### config.mk
export PLATFORM = sky130hd
export DESIGN_NAME = div_top
export DESIGN_NICKNAME = d
export VERILOG_FILES = /design/src/rtl/div_top.sv
export SDC_FILE = /design/constraint.sdc
export NUM_CORES = 1
export LEC_CHECK = 0
export ABC_AREA = 1
export ABC_CLOCK_PERIOD_IN_PS = 3900
export BUFFER_PORTS_ARGS = -buffer_cell sky130_fd_sc_hd__buf_2
export CAP_MARGIN = 20
export CORE_UTILIZATION = 62
export CTS_CLUSTER_SIZE = 24
export DETAILED_ROUTE_END_ITERATION = 10
export GPL_TIMING_DRIVEN = 0
export PLACE_DENSITY = 0.84
export REMOVE_ABC_BUFFERS = 1
export SYNTH_ARGS = -nofsm -noshare
export SYNTH_HDL_FRONTEND = slang
export SYNTH_SLANG_ARGS = --single-unit
### constraint.sdc
create_clock -name clk -period 3.9 [get_ports clk]
set_input_delay 0.78 -clock clk [delete_from_list [all_inputs] [get_ports clk]]
set_output_delay 0.78 -clock clk [all_outputs]
set_load 0.01 [all_outputs]
### src/rtl/div_top.sv
// Sequential unsigned Q5.5 divider: restoring division of {A, 5'b0} by B,
// one quotient bit per clock, with overflow saturation and divide-by-zero flag.
module div_top #(
    parameter int DATA_W = 10,
    parameter int FRAC_W = 5
) (
    input  logic              clk,
    input  logic              rst,
    input  logic              start,
    input  logic [DATA_W-1:0] A,
    input  logic [DATA_W-1:0] B,
    output logic [DATA_W-1:0] Q,
    output logic              busy,
    output logic              valid,
    output logic              ov,
    output logic              dvz
);

    localparam int N     = DATA_W + FRAC_W;
    localparam int CNT_W = $clog2(N);

    typedef enum logic [1:0] {IDLE, RUN, DONE} state_t;

    state_t              state_q, state_d;
    // Dividend bits shift out of the top while quotient bits shift in at the bottom.
    logic [N-1:0]        dvd_q, dvd_d;
    logic [DATA_W-1:0]   rem_q, rem_d;
    logic [DATA_W-1:0]   b_q, b_d;
    logic [DATA_W-1:0]   q_q, q_d;
    logic [CNT_W-1:0]    cnt_q, cnt_d;
    logic                valid_q, valid_d;
    logic                ov_q, ov_d;
    logic                dvz_q, dvz_d;

    logic [DATA_W:0]     rem_sh;
    logic [DATA_W-1:0]   rem_sub;
    logic                ge;
    logic [N-1:0]        quo_nxt;

    // Returns {ov, Q}: any set bit above the Q5.5 range saturates to all ones.
    function automatic logic [DATA_W:0] sat_q(input logic [N-1:0] raw);
        if (|raw[N-1:DATA_W])
            return {1'b1, {DATA_W{1'b1}}};
        else
            return {1'b0, raw[DATA_W-1:0]};
    endfunction

    always_comb begin
        rem_sh  = {rem_q, dvd_q[N-1]};
        ge      = (rem_sh >= {1'b0, b_q});
        // The difference is below b_q whenever it is used, so DATA_W bits suffice.
        rem_sub = rem_sh[DATA_W-1:0] - b_q;
        quo_nxt = {dvd_q[N-2:0], ge};

        state_d = state_q;
        dvd_d   = dvd_q;
        rem_d   = rem_q;
        b_d     = b_q;
        q_d     = q_q;
        cnt_d   = cnt_q;
        valid_d = valid_q;
        ov_d    = ov_q;
        dvz_d   = dvz_q;

        case (state_q)
            IDLE, DONE: begin
                if (start) begin
                    valid_d = 1'b0;
                    ov_d    = 1'b0;
                    dvz_d   = 1'b0;
                    if (B == '0) begin
                        state_d = DONE;
                        valid_d = 1'b1;
                        dvz_d   = 1'b1;
                        q_d     = '0;
                    end else begin
                        state_d = RUN;
                        dvd_d   = {A, {FRAC_W{1'b0}}};
                        b_d     = B;
                        rem_d   = '0;
                        cnt_d   = '0;
                    end
                end
            end
            RUN: begin
                dvd_d = quo_nxt;
                rem_d = ge ? rem_sub : rem_sh[DATA_W-1:0];
                cnt_d = cnt_q + 1'b1;
                if (cnt_q == CNT_W'(N - 1)) begin
                    state_d     = DONE;
                    valid_d     = 1'b1;
                    {ov_d, q_d} = sat_q(quo_nxt);
                end
            end
            default: state_d = IDLE;
        endcase
    end

    always_ff @(posedge clk or negedge rst) begin
        if (!rst) begin
            state_q <= IDLE;
            dvd_q   <= '0;
            rem_q   <= '0;
            b_q     <= '0;
            q_q     <= '0;
            cnt_q   <= '0;
            valid_q <= 1'b0;
            ov_q    <= 1'b0;
            dvz_q   <= 1'b0;
        end else begin
            state_q <= state_d;
            dvd_q   <= dvd_d;
            rem_q   <= rem_d;
            b_q     <= b_d;
            q_q     <= q_d;
            cnt_q   <= cnt_d;
            valid_q <= valid_d;
            ov_q    <= ov_d;
            dvz_q   <= dvz_d;
        end
    end

    assign Q     = q_q;
    assign busy  = (state_q == RUN);
    assign valid = valid_q;
    assign ov    = ov_q;
    assign dvz   = dvz_q;

endmodule

Yosys cells after proc, flatten, opt, wreduce, memory -nomap -nowiden
Index checks and enable logic that the tools add are counted.
{"block": "word_totals", "reg_bits": 54, "latchBits": 0, "ram_bits": 0, "rom_bits": 0, "in_bits": 23, "out_inout_bits": 14, "memories": 0}
{"block": "classes", "addsub": 2, "n_mul": 0, "div_mod_pow": 0, "magnitude_cmp": 1, "eq_ne": 7, "shift": 0, "muxes": 26, "bitwise": 1, "n_reduce_logical": 11}
{"cell": "$mux W10", "count": 6}
{"cell": "$pmux W10 S2", "count": 2}
{"cell": "$mux W15", "count": 2}
{"cell": "$pmux W15 S2", "count": 1}
{"cell": "$ge A11 B10 Y1", "count": 1}
{"cell": "$mux W11", "count": 1}
{"cell": "$logic_not A10 Y1", "count": 1}
{"cell": "$sub A10 B10 Y10", "count": 1}
{"cell": "$reduce_and A3 Y1", "count": 3}
{"cell": "$mux W4", "count": 2}
{"cell": "$pmux W4 S2", "count": 1}
{"cell": "$mux W2", "count": 3}
{"cell": "$ne A2 B2 Y1 const B", "count": 3}
{"cell": "$mux W1", "count": 5}
{"cell": "$reduce_or A5 Y1", "count": 1}
{"cell": "$add A4 B1 Y4 const B", "count": 1}
{"cell": "$eq A4 B4 Y1 const B", "count": 1}
{"cell": "$pmux W1 S2", "count": 2}
{"cell": "$pmux W2 S2", "count": 1}
{"cell": "$reduce_and A2 Y1", "count": 2}
{"cell": "$reduce_and A4 Y1", "count": 1}
{"cell": "$eq A2 B1 Y1 const B", "count": 1}
{"cell": "$eq A2 B2 Y1 const B", "count": 1}
{"cell": "$logic_not A2 Y1", "count": 1}
{"cell": "other kinds (4)", "count": 4}

Logic depth before layout (Yosys ltp)
{"block": "logic_depth", "ltp_word": 4, "depth_mapped": 12, "ltp_nobuf": 12}

Worst setup path after synthesis
No wires, ideal clock.
{"block": "synth_timing", "kind": "input port to flip-flop", "start": "input B[5]", "end": "register dvd_q[8]", "arrival_ps": 1673, "t_required_ps": 3774, "slack_ps": 2101, "stages": 8, "n_path_buf": 2, "cell_sequence": "nor2_1 > nand3_1 > o21ai_2 > nor2_2 > buf_4 > buf_2 > nand2_1 > nand3_1"}
{"block": "synth_between", "elab_chain_len": 3}
{"element": "from (decl)", "line": "11", "text": "input logic [DATA_W-1:0] B,"}
{"element": "$logic_not A10 Y1", "line": "71", "text": "if (B == '0) begin"}
{"element": "$ne A2 B2 Y1 (no source line)"}
{"element": "$reduce_and A3 Y1 (no source line)"}
{"element": "to (signal assigned)", "line": "112", "text": "dvd_q <= dvd_d;"}
{"element": "to (decl)", "line": "26", "text": "logic [N-1:0] dvd_q, dvd_d;"}
No other way between the ends.
A chain may end at the register's enable or synchronous reset.

Worst setup path in the final report
{"block": "layout_timing", "start": "input B[3]", "end": "register dvd_q[13]"}
Same word-level chain as after synthesis.

==> flow_summary.ini <==
[pwr]
p_per_area_mw_per_mm2 = 993.3
leakage_nw = 1.754
ir_worst_vdd_mv = 0.5309
p_total_mw = 3.305

[clock_network]
clock-sinks = 54
cts.clk_slew.worst_paths_ns = 0.10
hold_buffers = 0
cts_buffers = 5
cts_tree = yes
post-cts-setup-buffers = 0
htreeDepth = 2
clk_path_buf_depth = 2
cts_root_buf = clkbuf_8
clock_latency_ns = 0.31
ctsResizeCount = 0

[worst_setup_path]
path_max_fanout = 27
worstSetupPathType = in2reg
end_kind = flop
worst_ep_required_time_ns = 4.11
critPathArrivalTime_ns = 2.91
critPathLaunchType = input port

[timing]
period_needed_ns = 2.707
clock_skew_ns = 0.005203
finalHoldViolations = 0
rsz0062_at_grt = false
max_freq_ghz = 0.3694
tightest_slew_ns = 0.6311
period_share_pct = 69.40
drv_slew = 0
finalSetupTns_ns = 0
relSlewSlack_pct = 57.83
finalSetupViolCount = 0
holdWs_ns = 0.3428

[finish]
final_cell_mix = nand2_1 (116), dfrtp_1 (54), inv_1 (46)
layout_commonest_cell = nand2_1
area_growth_pct = 11.07
diodes = 0
nFillCells = 353
layout-drive-gt1-share_pct = 14.70
fin_nets = 450

[routing]
ant_nets = 0
drc_errors = 0
routed_wl_um = 6233
dr.pass1.iters = 5
routed_via_density = 5.475
drt_iter0_drc = 219
wl_per_cell_um = 13.35
num_vias = 2557

[floorplan]
core_mm2 = 0.004504
initial_core_util_pct = 66.50
die_x_um = 71.51
dieArea_mm2 = 0.005113
ios = 37
die_h_um = 71.51
num_rows = 24

[hold_path]
min_path_type = in2async

[placed_design]
gp_congestion = 0.8976
io_buffers = 36
hpwl_um = 4381

[synth]
synth_seq_cells = 54
ys_seq_area_share_pct = 45.11
synth_area_mm2 = 0.002995
ys_types = 33
ys_warn_count = 0
syn-mean-instance-area_um2 = 7.841
syn_inst = 382

[grt]
grt_max_degree = 43
grt_usage_pct = 26.39
grt_pass1_wl_um = 10390
grt_pass1_vias = 2206
overflow = 0
antenna_found_initial = 0

[status]
outcome = finished clean

[flow_run]
drv_cap = 0
critical path: stages:
cell     delay, ns
buf_2         0.10
nor2_1        0.10
nand3_1       0.14
o21ai_2       0.51
nor2_2        0.25
buf_16        0.23
nor2_4        0.50
nand2_1       0.10
o21ai_0       0.12
nor2_1        0.07
report_power, final:
part,switching (mW),internal (mW)
clock network,0.197,0.196
registers,0.161,0.831
logic,1.22,0.702
routing by layer:
layer	track usage (%)	share of wire, %	vias to the layer above
met5	0	0	-
met4	7.843	1.5	0
met3	5.063	4.9	9
met2	39.68	46	66
met1	39.34	48	1188
li1	-	-	1294
registers in the layout (all words and copies together) (netlist names):
signal   count
Q           10
b_q         10
cnt_q        4
dvd_q       15
dvz          1
ov           1
rem_q       10
state_q      2
valid        1
through the flow:
| stage | area [µm²] | instances | util, % | worst slack [ns] |
|---|---|---|---|---|
| 2_1_floorplan | 2917 | 369 | - | 1.592 |
| 3_3_place_gp | 3162 | 457 | 70.19 | 0.8757 |
| 3_5_place_dp | 3209 | 459 | 71.25 | 0.8712 |
| 4_1_cts | 3327 | 467 | 73.86 | 1.173 |
| 5_1_grt | 3327 | 467 | 73.86 | 0.9726 |
| 6_report | 3327 | 467 | 73.86 | 1.193 |
kinds of logic (layout without fill, tap and decap cells):
group	after synthesis	in the layout	share of synthesized area [%]
and+or+nand+nor	200	200	29.62
muxes	1	1	0.3759
DFF	54	54	45.11
xor gates and xnor gates	4	4	1.170
buffers and inverters	62	95	8.856
AOI/OAI and AO/OA	48	48	9.190
adders and majority gates	13	13	5.681
area by class of cell:
class,instances,area (µm²),area share [%]
timing repair buffer,38,227.7,6.845
multi-input combinational,266,1379,41.44
inverter,49,186.4,5.604
clock inverter,3,48.80,1.467
tap,52,65.06,1.956
clock buffer,5,68.82,2.068
sequential,54,1351,40.62
Yosys cell counts, drive strengths merged:
cell type,count,share of area [%]
or2,1,0.21
and2,1,0.21
o22ai,1,0.67
inv,49,6.2
a22oi,1,0.25
nor3,4,0.67
ha,12,5.0
o21a,1,0.25
mux2,1,0.38
xor2,1,0.29
xnor2,3,0.88
nand3,37,6.2
nand2,117,15
dfrtp,54,45
nor2,28,4.9
fa,1,0.67
clkbuf,3,0.38
buf,10,2.3
nand4,12,2.5
o21ai,17,3.0
a21oi,28,5.1
worst paths after layout:
kind                       startpoint   endpoint  slack (ns)  depth (start not counted)
setup / recovery                 B[3]  dvd_q[13]        1.19                         10
hold / removal                    rst   rem_q[1]        0.34                          1
setup reg to reg             rem_q[1]   rem_q[7]        1.42                          8
hold reg to reg              dvd_q[4]   dvd_q[4]        0.49                          2
max in group asynchronous         rst   dvd_q[6]        3.03                          2
min in group clk             dvd_q[4]   dvd_q[4]        0.49                          2
Note: power is estimated with default switching activity, not from simulation.
